**config.mk**
```make
export PLATFORM = sky130hd
export DESIGN_NAME = parking_access_ctrl
export DESIGN_NICKNAME = d
export VERILOG_FILES = /design/src/rtl/parking_access_ctrl.sv
export SDC_FILE = /design/constraint.sdc
export NUM_CORES = 1
export LEC_CHECK = 0
export BUFFER_PORTS_ARGS = -buffer_cell sky130_fd_sc_hd__buf_2
export CORE_ASPECT_RATIO = 1.5
export CORE_MARGIN = 2
export CORE_UTILIZATION = 55
export CTS_CLUSTER_DIAMETER = 60
export DETAILED_ROUTE_END_ITERATION = 16
export PLACE_DENSITY = 0.81
export SYNTH_ARGS = -nofsm -noshare
export SYNTH_HDL_FRONTEND = slang
export SYNTH_SLANG_ARGS = --single-unit
```
**constraint.sdc**
```tcl
create_clock -name clk -period 3.76 [get_ports clk]
set_input_delay 1.128 -clock clk [delete_from_list [all_inputs] [get_ports clk]]
set_output_delay 1.128 -clock clk [all_outputs]
set_load 0.05 [all_outputs]
```
**src/rtl/parking_access_ctrl.sv**
```systemverilog
// Parking lot access controller: entry/exit barrier FSMs with gate timeouts,
// pending-event counters feeding a round-robin inc/dec arbiter for the
// external occupancy counter, lot-full indication and a combined alarm pulse.
module parking_access_ctrl #(
   parameter int unsigned CAPACITY   = 99,
   parameter int unsigned GATE_TICKS = 50_000_000
) (
   input  logic       clk,
   input  logic       reset,
   input  logic       entry_req,
   input  logic       exit_req,
   input  logic       car_enter,
   input  logic       car_exit,
   input  logic [6:0] count,
   output logic       inc,
   output logic       dec,
   output logic       entry_open,
   output logic       exit_open,
   output logic       full,
   output logic       alarm
);

   localparam int unsigned     TW         = $clog2(GATE_TICKS);
   localparam logic [TW-1:0]   TIMER_LOAD = TW'(GATE_TICKS - 1);
   localparam logic [7:0]      CAP8       = 8'(CAPACITY);

   typedef enum logic {
      GATE_IDLE = 1'b0,
      GATE_OPEN = 1'b1
   } gate_state_t;

   gate_state_t   r_entry_state, r_exit_state;
   logic [TW-1:0] r_entry_timer, r_exit_timer;
   logic [1:0]    r_pend_inc, r_pend_dec;
   logic          r_rr;
   logic          r_inc, r_dec, r_alarm;

   gate_state_t   w_entry_state_nxt, w_exit_state_nxt;
   logic [TW-1:0] w_entry_timer_nxt, w_exit_timer_nxt;
   logic          w_entry_timeout, w_exit_timeout;
   logic [1:0]    w_pend_inc_nxt, w_pend_dec_nxt;
   logic          w_drop_inc, w_drop_dec;
   logic          w_grant_inc, w_grant_dec, w_rr_nxt;
   logic          w_alarm_nxt;
   logic [7:0]    w_occupancy;
   logic          w_full;
   logic          w_exit_allowed;
   logic          w_tailgate_in, w_tailgate_out;

   // Occupancy projection: counted cars, cars not yet counted, and a car
   // that may be rolling through an open entry gate right now.
   assign w_occupancy = {1'b0, count} + {6'b0, r_pend_inc}
                      + {7'b0, (r_entry_state == GATE_OPEN)};
   assign w_full      = (w_occupancy >= CAP8);

   // Exit only opens if the lot could contain a car at all.
   assign w_exit_allowed = (count != 7'd0) || (r_pend_inc != 2'd0);

   // A car passing a barrier that was never opened for it.
   assign w_tailgate_in  = car_enter && (r_entry_state == GATE_IDLE);
   assign w_tailgate_out = car_exit  && (r_exit_state  == GATE_IDLE);

   // Pending counters: an event seen while the counter already holds 3 is
   // dropped outright (even if a strobe drains one this cycle) and alarmed.
   always_comb begin
      // NOTE: every combinational output gets a default first so no path
      // leaves it unassigned, which would otherwise infer a latch.
      w_drop_inc     = car_enter && (r_pend_inc == 2'd3);
      w_drop_dec     = car_exit  && (r_pend_dec == 2'd3);
      w_pend_inc_nxt = r_pend_inc + {1'b0, car_enter && !w_drop_inc} - {1'b0, r_inc};
      w_pend_dec_nxt = r_pend_dec + {1'b0, car_exit  && !w_drop_dec} - {1'b0, r_dec};
   end

   // Arbiter: grants are chosen from next-cycle pending values so an event
   // on an idle counter produces its strobe exactly one cycle later.
   always_comb begin
      w_grant_inc = 1'b0;
      w_grant_dec = 1'b0;
      w_rr_nxt    = r_rr;
      if ((w_pend_inc_nxt != 2'd0) && (w_pend_dec_nxt != 2'd0)) begin
         w_grant_inc = !r_rr;
         w_grant_dec = r_rr;
         w_rr_nxt    = !r_rr;
      end else begin
         w_grant_inc = (w_pend_inc_nxt != 2'd0);
         w_grant_dec = (w_pend_dec_nxt != 2'd0);
      end
   end

   // Gate FSMs: next state and timer for the entry and exit barriers.
   always_comb begin
      w_entry_state_nxt = r_entry_state;
      w_entry_timer_nxt = r_entry_timer;
      w_entry_timeout   = 1'b0;
      w_exit_state_nxt  = r_exit_state;
      w_exit_timer_nxt  = r_exit_timer;
      w_exit_timeout    = 1'b0;

      case (r_entry_state)
         GATE_IDLE: begin
            if (entry_req && !w_full) begin
               w_entry_state_nxt = GATE_OPEN;
               w_entry_timer_nxt = TIMER_LOAD;
            end
         end
         GATE_OPEN: begin
            if (car_enter) begin
               w_entry_state_nxt = GATE_IDLE;
               w_entry_timer_nxt = '0;
            end else if (r_entry_timer == '0) begin
               w_entry_state_nxt = GATE_IDLE;
               w_entry_timeout   = 1'b1;
            end else begin
               w_entry_timer_nxt = r_entry_timer - 1'b1;
            end
         end
         default: w_entry_state_nxt = GATE_IDLE;
      endcase

      case (r_exit_state)
         GATE_IDLE: begin
            if (exit_req && w_exit_allowed) begin
               w_exit_state_nxt = GATE_OPEN;
               w_exit_timer_nxt = TIMER_LOAD;
            end
         end
         GATE_OPEN: begin
            if (car_exit) begin
               w_exit_state_nxt = GATE_IDLE;
               w_exit_timer_nxt = '0;
            end else if (r_exit_timer == '0) begin
               w_exit_state_nxt = GATE_IDLE;
               w_exit_timeout   = 1'b1;
            end else begin
               w_exit_timer_nxt = r_exit_timer - 1'b1;
            end
         end
         default: w_exit_state_nxt = GATE_IDLE;
      endcase
   end

   // All alarm causes in a cycle merge into one registered pulse.
   assign w_alarm_nxt = w_drop_inc || w_drop_dec || w_tailgate_in || w_tailgate_out
                     || w_entry_timeout || w_exit_timeout;

   // State register: reset closes both gates and discards pending events.
   always_ff @(posedge clk or posedge reset) begin
      // NOTE: sequential state uses non-blocking assignments so every
      // register samples the pre-edge values regardless of statement order.
      if (reset) begin
         r_entry_state <= GATE_IDLE;
         r_exit_state  <= GATE_IDLE;
         r_entry_timer <= '0;
         r_exit_timer  <= '0;
         r_pend_inc    <= 2'd0;
         r_pend_dec    <= 2'd0;
         r_rr          <= 1'b0;
         r_inc         <= 1'b0;
         r_dec         <= 1'b0;
         r_alarm       <= 1'b0;
      end else begin
         r_entry_state <= w_entry_state_nxt;
         r_exit_state  <= w_exit_state_nxt;
         r_entry_timer <= w_entry_timer_nxt;
         r_exit_timer  <= w_exit_timer_nxt;
         r_pend_inc    <= w_pend_inc_nxt;
         r_pend_dec    <= w_pend_dec_nxt;
         r_rr          <= w_rr_nxt;
         r_inc         <= w_grant_inc;
         r_dec         <= w_grant_dec;
         r_alarm       <= w_alarm_nxt;
      end
   end

   assign inc        = r_inc;
   assign dec        = r_dec;
   assign entry_open = (r_entry_state == GATE_OPEN);
   assign exit_open  = (r_exit_state  == GATE_OPEN);
   assign full       = w_full;
   assign alarm      = r_alarm;

endmodule
```
==> results of run 1 <==
[per-layer routing]
layer	part of all wire (%)	up-vias	wire (um)
met5	0	-	0
met4	2.8	0	248
met3	4.4	23	398
met2	53	97	4814
met1	39	1656	3547
li1	-	1648	-
[where the power goes]
| part | switching (mW) | internal (mW) | total [mW] | leakage [nW] |
|---|---|---|---|---|
| registers | 0.253 | 0.880 | 1.13 | 0.746 |
| logic | 0.642 | 0.479 | 1.12 | 0.887 |
| clock network | 0.266 | 0.291 | 0.557 | 0.0954 |
[how the worst max path moves through the flow]
stage / from / endpoint / cells past startpoint
5_1_grt: count[0] / full / 9
3_3_place_gp: count[0] / full / 9
2_1_floorplan: count[0] / full / 7
6_report: count[0] / full / 9
4_1_cts: count[0] / full / 9
3_5_place_dp: count[0] / full / 9
[repair_timing]
item	in CTS	in global routing
buffers inserted	1	0
pin swaps	4	0
gates resized for setup	5	0
endpoints found under the hold margin	0	0
setup endpoints to repair	1	1
[metrics by stage]
step                      hold slack (ps)  cell area (sq um)  setup WS (ps)  util, %
after CTS                           494.9               4213         -176.4    62.33
after global routing                541.5               4213         -232.9    62.33
after floorplan                     457.2               3822          5.584        -
after global placement              479.3               3998         -258.3    59.14
after detailed placement            481.0               3998         -313.2    59.14
final                               498.6               4213         -170.6    62.33
[logic make-up (layout without fill, tap and decap cells)]
logic type,Yosys count,count (layout)
xor+xnor,13,13
fa+ha+maj,9,9
compound gates,138,138
flops,62,62
buf+inv,37,63
mux,2,2
simple gates,173,173
[cells in the final DEF, fill, tap and decap left out, drive strengths merged, types with 4 or more instances in the layout]
cell and instances:
a21o 9, a21oi 37, a22oi 4, a31o 6, a31oi 13, and2 5
buf 27, clkbuf 13, dfrtp 62, ha 7, inv 20, nand2 32
nand2b 7, nand3 9, nand4 5, nor2 51, nor2b 4, nor3 27
nor4 12, o21a 7, o21ai 21, o22a 7, o31ai 5, or3 7
xnor2 10
[flip-flops by register name, indices dropped and copies added (netlist names)]
register / count
alarm: 1
dec: 1
entry_open: 1
exit_open: 1
inc: 1
r_entry_timer: 26
r_exit_timer: 26
r_pend_dec: 2
r_pend_inc: 2
r_rr: 1
[cell type report]
class                      instances  area share, %
multi-input combinational        335          50.46
sequential                        62          36.83
timing repair buffer              27          4.128
clock buffer                      13          4.010
tap                               78          2.317
inverter                          20          1.841
clock inverter                     3         0.4158
[critical path, cell delays in order]
cell	delay (ps)
buf_6	100
fa_2	370
inv_2	70
fa_1	410
nand2b_4	170
a22oi_2	160
o2111ai_2	160
inv_4	100
buf_8	140
==> impl_results.md, run 1 <==
* Syn_area_per_cell at 8.753 sq um
* Register area at 0.001551 sq mm
* Required time worst endpoint at 2630 ps
* WL final at 9.008 mm
* Crit Path Class: in2out
* DIE HEIGHT at 105.8 um
* GR Util met1 at 29.11%
* Row cnt at 37
* Worst slew pin tran at 795.7 ps
* Cell Count Post-Placement at 521
* Syn_nets at 456
* Failing checks: negative setup slack
* Crit-path max FO at 3
* Status: finished with violations
* RSZ-0062 raised after global routing: yes
* IO Pins at 19
* Largest family of logic cells by synthesized area: compound AO/OA/AOI/OAI gates
* Avg WL per Cell at 16.74 um
* Max VDD drop at 0.3714 mV
* Bufs on Longest Clock Path at 2
* Top cells by area, synth: dfrtp_1, nor2_1, a21oi_1
* Synth-to-Final Area Change at 10.90%
* Setup TNS at -170.6 ps
* Synth Area in Adders at 3.360%
* Proportion of synthesized area in mux cells at 0.5599%
* Min cycle time layout at 3931 ps
* HP Class: reg2reg
* Yosys top cell by area: dfrtp_1
* Seq cells post-synth at 62
* R2R setup slack at 880 ps
* Cell variety after synth at 62
* Max Freq at 0.2544 GHz
* Die Area at 0.007601 sq mm
* Drt pass-1 iters at 6
* Cell count after synthesis at 434
* Post-synth ARST share at 100.0%
* CTS Hold Buffers Added at 0
* R2R depth at 10
* GRT busiest layer: met2
* Final hold vios at 0
* Clock Skew at 7.422 ps
* # nets final at 477
* Largest net degree at the start of global routing at 63
* Max Cap Viol at 0
* Clock transition at the registers of the reported paths at 70 ps
* Multi-input logic area at 0.002126 sq mm
* Most frequent cell after synthesis: dfrtp_1
* CP startpoint kind: input pin
* R2r startpoint: r_pend_inc[0]
* Compound-Gate Fraction of Synth Area at 24.60%
* DP HPWL at 6.115 mm
* Reg-to-Reg End: r_entry_timer[19]
* Drt via density at 6.364
* Initial Utilization at 56.20%
* First-pass GRT wire length at 15.64 mm
* Port Buf Inserts at 18
* HP Start: r_pend_dec[1]
* Commonest cells post-synth: dfrtp_1, nor2_1, a21oi_1
* Fin worst setup slack at -170.6 ps
* Simple-Gate Fraction of Synth Area at 23.62%
* Slew headroom at 46.95%
* Vias in the first global route at 3487
* Overall Power at 2.811 mW
* Placer Congestion at 0.8741
* Via Count at 3424
* CP endpoint kind: primary output
* Final period utilization at 104.5%
* CTS tree: done
* WHS Endpoint: r_pend_dec[1]
* Initial antenna violation count at 0
* Mapped Area at 0.003799 sq mm
* DRC Markers at 0
* Grt met2 use at 46.16%
* # fillers at 548
* Total congestion overflow at 0
* Core footprint at 0.006759 sq mm
* WHS Path Cells at 1
* Warnings from Yosys at 0
* # diodes at 0
* Met3 global-route usage at 4.207%
* Worst-Skew Late Latency at 360 ps
* Worst EP arrival at 2800 ps
* Layout cell share with drive strength beyond 1 at 15.65%
* Pwr per Cell Area at 667.3 mW/mm^2
* Synth Flop Type: dfrtp_1
* P_leak at 1.729 nW
* Routed Antenna Nets at 0
* Post-synthesis sequential area ratio at 40.84%
* Endpoints failing setup at 1
* Non-filler cells, final at 538
* Root buffer cell: clkbuf_8
* Synth top area share at 40.84%
* CTS HTree Levels at 3
* DRT iter0 DRCs at 290
* Clock Sinks at 62
* Total GRT Usage at 26.03%
* XOR/XNOR share of the synthesized area at 2.997%
* Die width at 71.86 um
* Post-synth EDFFs at 0
* Final Max Slew Viols at 0
* CTS Buf Count at 9
No activity file was read; power rests on OpenSTA's default activity.
==> run 2: changes to the inputs <==
- CORE_UTILIZATION: 55 -> 32
- PLACE_DENSITY: 0.81 -> 0.54
==> run 2 against run 1 <==
Net effect: the flow still finishes with violations (negative setup slack); cell count is 14% higher; hold slack better by 6.6 ps; combinational power barely moved; clock power grew 89%; worst setup slack improved by 6.7 ps; count of clock-buffer cells in the layout down 3; via count rose by 1.2%; global-route usage is 9.1 points lower; sequential share of layout area is 2.5 points lower.
==> impl_results.md, run 2 (synthesis gave the netlist of run 1 again) <==
* Status: finished with violations
* Failing checks: negative setup slack
* Min cycle time layout at 3924 ps (-6.728 ps)
* First-pass GRT wire length at 17.08 mm (+9.2%)
* Row cnt at 48 (+30%)
* Pre-CTS setup slack at -304.9 ps (+8.245 ps)
* Drt pass-1 iters at 5 (-1)
* CP startpoint kind: input pin
* Port Buf Inserts at 18 (unchanged)
* Post-Layout Inst Area at 0.004522 sq mm (+7.3%)
* Crit-path cells: buf_8 > fa_2 > inv_2 > fa_1 > nand2b_4 > a22oi_2 > o2111ai_2 > inv_4 > buf_8
* DIE HEIGHT at 137.4 um (+30%)
* Routed Antenna Nets at 0 (unchanged)
* Total GRT Usage at 16.96% (-9.1 points)
* Cell family with the largest share of critical-path delay: adder cells
* Worst EP arrival at 2800 ps (about the same)
* Via Count at 3465 (+1.2%)
* HP Class: reg2reg
* Required time worst endpoint at 2630 ps (about the same)
* CTS Hold Buffers Added at 0 (unchanged)
* Most common cell after layout, fill and taps aside: dfrtp_1
* Total congestion overflow at 0 (unchanged)
* Slowest-stage cell, CP: fa_1
* Final hold vios at 0 (unchanged)
* RSZ-0062 raised after global routing: yes
* IO Pins at 19 (unchanged)
* Setup TNS at -163.9 ps (+6.728 ps)
* Clock Skew at 4.978 ps (-2.444 ps)
* CTS HTree Levels at 3 (unchanged)
* Clock Sinks at 62 (unchanged)
* Fin util at 39.21% (-23 points)
* Initial Utilization at 32.94% (-23 points)
* Slew headroom at 42.63% (-4.3 points)
* Largest net degree at the start of global routing at 39 (-38%)
* Final Max Slew Viols at 0 (unchanged)
* Regs by FF count: r_entry_timer (26), r_exit_timer (26)
* Placer Congestion at 0.7836 (-10%)
* CP endpoint kind: primary output
* Clock transition at the registers of the reported paths at 50 ps (-20 ps)
* Drt via density at 5.643 (-11%)
* Fin worst setup slack at -163.9 ps (+6.728 ps)
* Most frequent cells in the layout: dfrtp_1, nor2_1, a21oi_1, nand2_1, nor3_1
* CTS tree: done
* CTS Buf Count at 9 (unchanged)
* Avg WL per Cell at 16.27 um (-2.8%)
* Initial antenna violation count at 0 (unchanged)
* Most common cell on crit path: buf_8
* DP HPWL at 6.998 mm (+14%)
* Worst stage delay on the critical path at 410 ps (about the same)
* Pwr per Cell Area at 731.9 mW/mm^2 (+9.7%)
* Max VDD drop at 0.3560 mV (-4.1%)
* Endpoints failing setup at 1 (unchanged)
* Layout cell share with drive strength beyond 1 at 16.59% (+0.94 points)
* Vias in the first global route at 3597 (+3.2%)
* DRT iter0 DRCs at 148 (-49%)
* Die Area at 0.01278 sq mm (+68%)
* # nets final at 481 (+0.84%)
* DRC Markers at 0 (unchanged)
* P_leak at 1.832 nW (+6.0%)
* Placed instance area at 0.004125 sq mm (+3.2%)
* Max Cap Viol at 0 (unchanged)
* Crit Path Class: in2out
* Bufs on Longest Clock Path at 2 (unchanged)
* Core footprint at 0.01153 sq mm (+71%)
* Synth-to-Final Area Change at 19.04%
* Final period utilization at 104.4% (-0.18 points)
* WL final at 9.989 mm (+11%)
* Max Freq at 0.2548 GHz (+0.17%)
* Die width at 92.96 um (+29%)
* Worst slew pin tran at 859.3 ps (+63.52 ps)
* Worst-Skew Late Latency at 340 ps (-20 ps)
* Crit path buffers/inverters at 4 (unchanged)
* # diodes at 0 (unchanged)
* Crit-path max FO at 3 (unchanged)
* Root buffer cell: clkbuf_16
## run 2: cell count changes in the layout (fill, tap and decap cells not counted)
cell,delta
clkbuf_1,-1
bufinv_16,+4
clkbuf_8,-11
buf_4,+4
buf_6,-1
clkbuf_16,+9
clkinv_2,-1
buf_8,+1
## run 2: worst reg2reg max path, cell delays in order (launching register included)
cell,delay (ps)
dfrtp_1,390
inv_1,100
ha_1,200
nor3b_1,500
nand4_1,390
o31ai_2,550
and2_1,450
nor2_1,110
o22a_1,190
## run 2: path summary, 6_finish.rpt
kind                                       from                to  slack, ps  depth (start not counted)
worst min-delay path              r_pend_dec[1]     r_pend_dec[1]        510                          1
max in group asynchronous                 reset  r_exit_timer[24]       2030                          3
min in group asynchronous                 reset  r_exit_timer[10]        970                          2
worst min register to register    r_pend_dec[1]     r_pend_dec[1]        510                          1
worst max register to register  r_exit_timer[0]  r_exit_timer[22]        780                          8
worst max-delay path                   count[0]              full       -160                          9
## run 2: per-layer routing
metal	vias to the layer above	track usage, %	wire [um]
li1	1661	-	-
met1	1720	18.40	4168
met2	56	30.43	5209
met3	28	3.063	247
met4	0	10.29	364
met5	-	0	0
## run 2: through the flow
stage                     power [mW]  std cells  hold WS (ps)
after floorplan                1.961        434         457.2
after global placement         2.214        598         478.9
after detailed placement       2.262        598         499.3
after CTS                      3.330        614         511.9
after global routing           3.541        614         539.4
final                          3.310        614         505.3
## run 2: final cells by class
type / count / area, sq um
repair buffers: 31 / 207.7
inverters: 20 / 77.57
fillers: 1175 / 7009
clock inverters: 6 / 132.6
multi-input cells: 335 / 2126
well taps: 150 / 187.7
clock buffers: 10 / 239.0
flip-flops and latches: 62 / 1551
## run 2: repair_timing
item	CTS	global route
gates resized for setup	6	1
buffers inserted	0	0
cloned	0	0
endpoints found under the setup margin	1	1
pin swaps	4	0
## run 2: report_power, final
| group | switching (mW) | leakage (nW) | internal (mW) |
|---|---|---|---|
| combinational | 0.657 | 0.907 | 0.485 |
| sequential | 0.240 | 0.746 | 0.881 |
| clock | 0.315 | 0.179 | 0.731 |
==> run 3: changes to the inputs <==
- BUFFER_PORTS_ARGS: -buffer_cell sky130_fd_sc_hd__buf_2 -> default
- DONT_BUFFER_PORTS: default -> 1
- PLACE_DENSITY: 0.54 -> 0.52
==> run 3 against run 2 <==
Net effect: largest cell class unchanged; core utilization down 1.6 points; the run now ends clean; register-to-register slack better by 20 ps; non-clock buffer count down 22.
==> impl_results.md, run 3 (synthesis gave the netlist of run 1 again) <==
* # diodes at 0 (unchanged)
* P_leak at 1.712 nW (-6.5%)
* Bufs on Longest Clock Path at 2 (unchanged)
* Routed wl met3 at 270 um (+9.3%)
* Initial antenna violation count at 0 (unchanged)
* CTS Hold Buffers Added at 0 (unchanged)
* CTS Buf Count at 9 (unchanged)
* Via Count at 3330 (-3.9%)
* Core footprint at 0.01153 sq mm (unchanged)
* Avg WL per Cell at 16.30 um (+0.22%)
* Slew headroom at 43.56% (+0.93 points)
* DP HPWL at 6.812 mm (-2.7%)
* WHS Path Cells at 1 (unchanged)
* Slowest-stage cell, CP: fa_1
* Pwr per Cell Area at 714.1 mW/mm^2 (-2.4%)
* Met2 wire length at 5.027 mm (-3.5%)
* Fin worst setup slack at 25.56 ps (+189.5 ps)
* Final Max Slew Viols at 0 (unchanged)
* R2R setup slack at 800 ps (+20 ps)
* Final period utilization at 99.32% (-5.0 points)
* Placer Congestion at 0.8077 (+3.1%)
* Worst-Skew Late Latency at 330 ps (about the same)
* Status: finished, final reports clean
* Register area at 0.001551 sq mm (unchanged)
* DRC Markers at 0 (unchanged)
* Drt via density at 5.625 (-0.32%)
* Post-CTS Setup Inserts at 0 (unchanged)
* Pre-CTS setup slack at -28.29 ps (+276.6 ps)
* Clock transition at the registers of the reported paths at 50 ps (about the same)
* Port Buf Inserts at 0 (-18)
* Most common cell after layout, fill and taps aside: dfrtp_1
* Root buffer cell: clkbuf_16
* Routed Antenna Nets at 0 (unchanged)
* Placed instance area at 0.004014 sq mm (-2.7%)
* Cell Count Post-Placement at 576 (-3.7%)
* CTS tree: done
* Required time worst endpoint at 2630 ps (about the same)
* Setup TNS at 0 ps (+163.9 ps)
* Endpoints failing setup at 0 (-1)
* Worst stage delay on the critical path at 400 ps (about the same)
* Synth-to-Final Area Change at 14.13%
* Die Area at 0.01278 sq mm (unchanged)
* CP startpoint kind: input pin
* # fillers at 1204 (+2.5%)
* Regs by FF count: r_entry_timer (26), r_exit_timer (26)
* Crit Path Class: in2out
* Most frequent cells in the layout: dfrtp_1, nor2_1, a21oi_1, nand2_1, nor3_1
* Largest net degree at the start of global routing at 29 (-26%)
* Reg-to-Reg End: r_entry_timer[4]
* Non-filler cells, final at 592 (-3.6%)
* Final hold vios at 0 (unchanged)
* WHS Endpoint: r_pend_dec[1]
* Initial Utilization at 32.94% (unchanged)
* Clock Skew at 2.467 ps (-2.510 ps)
* Crit-path cells: fa_2 > inv_2 > fa_1 > nand2b_4 > a22oi_2 > o2111ai_2 > inv_4
* Vias in the first global route at 3343 (-7.1%)
* R2R depth at 10 (+2)
* IO Pins at 19 (unchanged)
* Die width at 92.96 um (unchanged)
* Layout cell share with drive strength beyond 1 at 11.99% (-4.6 points)
* Crit-path max FO at 3 (unchanged)
* Wl on met1 at 4.087 mm (-1.9%)
* Min cycle time layout at 3734 ps (-189.5 ps)
* Total congestion overflow at 0 (unchanged)
* Clock Sinks at 62 (unchanged)
* RSZ-0062 raised after global routing: yes
* Drt pass-1 iters at 4 (-1)
* Row cnt at 48 (unchanged)
* Total GRT Usage at 16.40% (-0.56 points)
* Max VDD drop at 0.3171 mV (-11%)
* # nets final at 459 (-4.6%)
* First-pass GRT wire length at 16.50 mm (-3.4%)
* WL final at 9.652 mm (-3.4%)
* Worst slew pin tran at 846.6 ps (-12.70 ps)
* DIE HEIGHT at 137.4 um (unchanged)
* Multi-input logic area at 0.002135 sq mm (+0.41%)
* DRT iter0 DRCs at 118 (-20%)
* Max Used Layer: met4
* Max Freq at 0.2678 GHz (+5.1%)
* HP Start: r_pend_dec[1]
* R2r startpoint: r_pend_inc[0]
* Worst EP arrival at 2610 ps (-190 ps)
* Max Cap Viol at 0 (unchanged)
* HP Class: reg2reg
* CP endpoint kind: primary output
* CTS HTree Levels at 3 (unchanged)
* Post-Layout Inst Area at 0.004335 sq mm (-4.1%)
[run 3: cell count changes in the layout (fill, tap and decap cells not counted), sizes merged]
cell      before  now
buf           31    9
bufinv         4    2
clkbuf        10   12
clkinv         1    2
clkinvlp       1    0
[run 3: layout make-up]
class                   instances  area share (%)
flip-flops and latches         62           35.79
well taps                     150           4.329
repair buffers                  9           1.558
inverters                      20           1.789
multi-input cells             335           49.24
clock inverters                 4           1.616
clock buffers                  12           5.685
[run 3: metrics by stage]
stage / utilization (%) / total power [mW] / hold WS, ps
2_1_floorplan: - / 1.961 / 457.2
3_3_place_gp: 34.81 / 2.174 / 485.2
3_5_place_dp: 34.81 / 2.210 / 482.4
4_1_cts: 37.60 / 3.127 / 495.5
5_1_grt: 37.60 / 3.318 / 513.9
6_report: 37.60 / 3.096 / 494.7
[run 3: worst max path at each step]
stage / from / end / slack (ps) / cells after the start
6_report: count[0] / full / 30 / 7
5_1_grt: count[0] / full / -70 / 7
4_1_cts: count[0] / full / 20 / 7
3_5_place_dp: count[0] / full / -30 / 7
3_3_place_gp: count[0] / full / 9 / 7
2_1_floorplan: count[0] / full / 6 / 7
[run 3: worst max-delay path: cells and delay by family]
kind / cells / cell delay (ps)
adder cells (fa/ha/maj): 2 / 730
AO/OA/AOI/OAI: 2 / 320
buffers and inverters: 2 / 240
AND/OR/NAND/NOR: 1 / 170
[run 3: repair_timing]
action / 4_1_cts / 5_1_grt
pin swaps: 2 / 0
gates resized for setup: 1 / 0
endpoints found under the setup margin: 1 / 1
[run 3: report_power, final]
part | switching [mW] | leakage (nW) | internal, mW
clock network | 0.299 | 0.157 | 0.596
logic | 0.562 | 0.810 | 0.450
registers | 0.308 | 0.746 | 0.880
[run 3: routing by layer]
layer  global-route usage, %  vias up
li1                        -     1614
met1                   18.99     1642
met2                   29.43       55
met3                   3.282       19
met4                   6.618        0
met5                       0        -
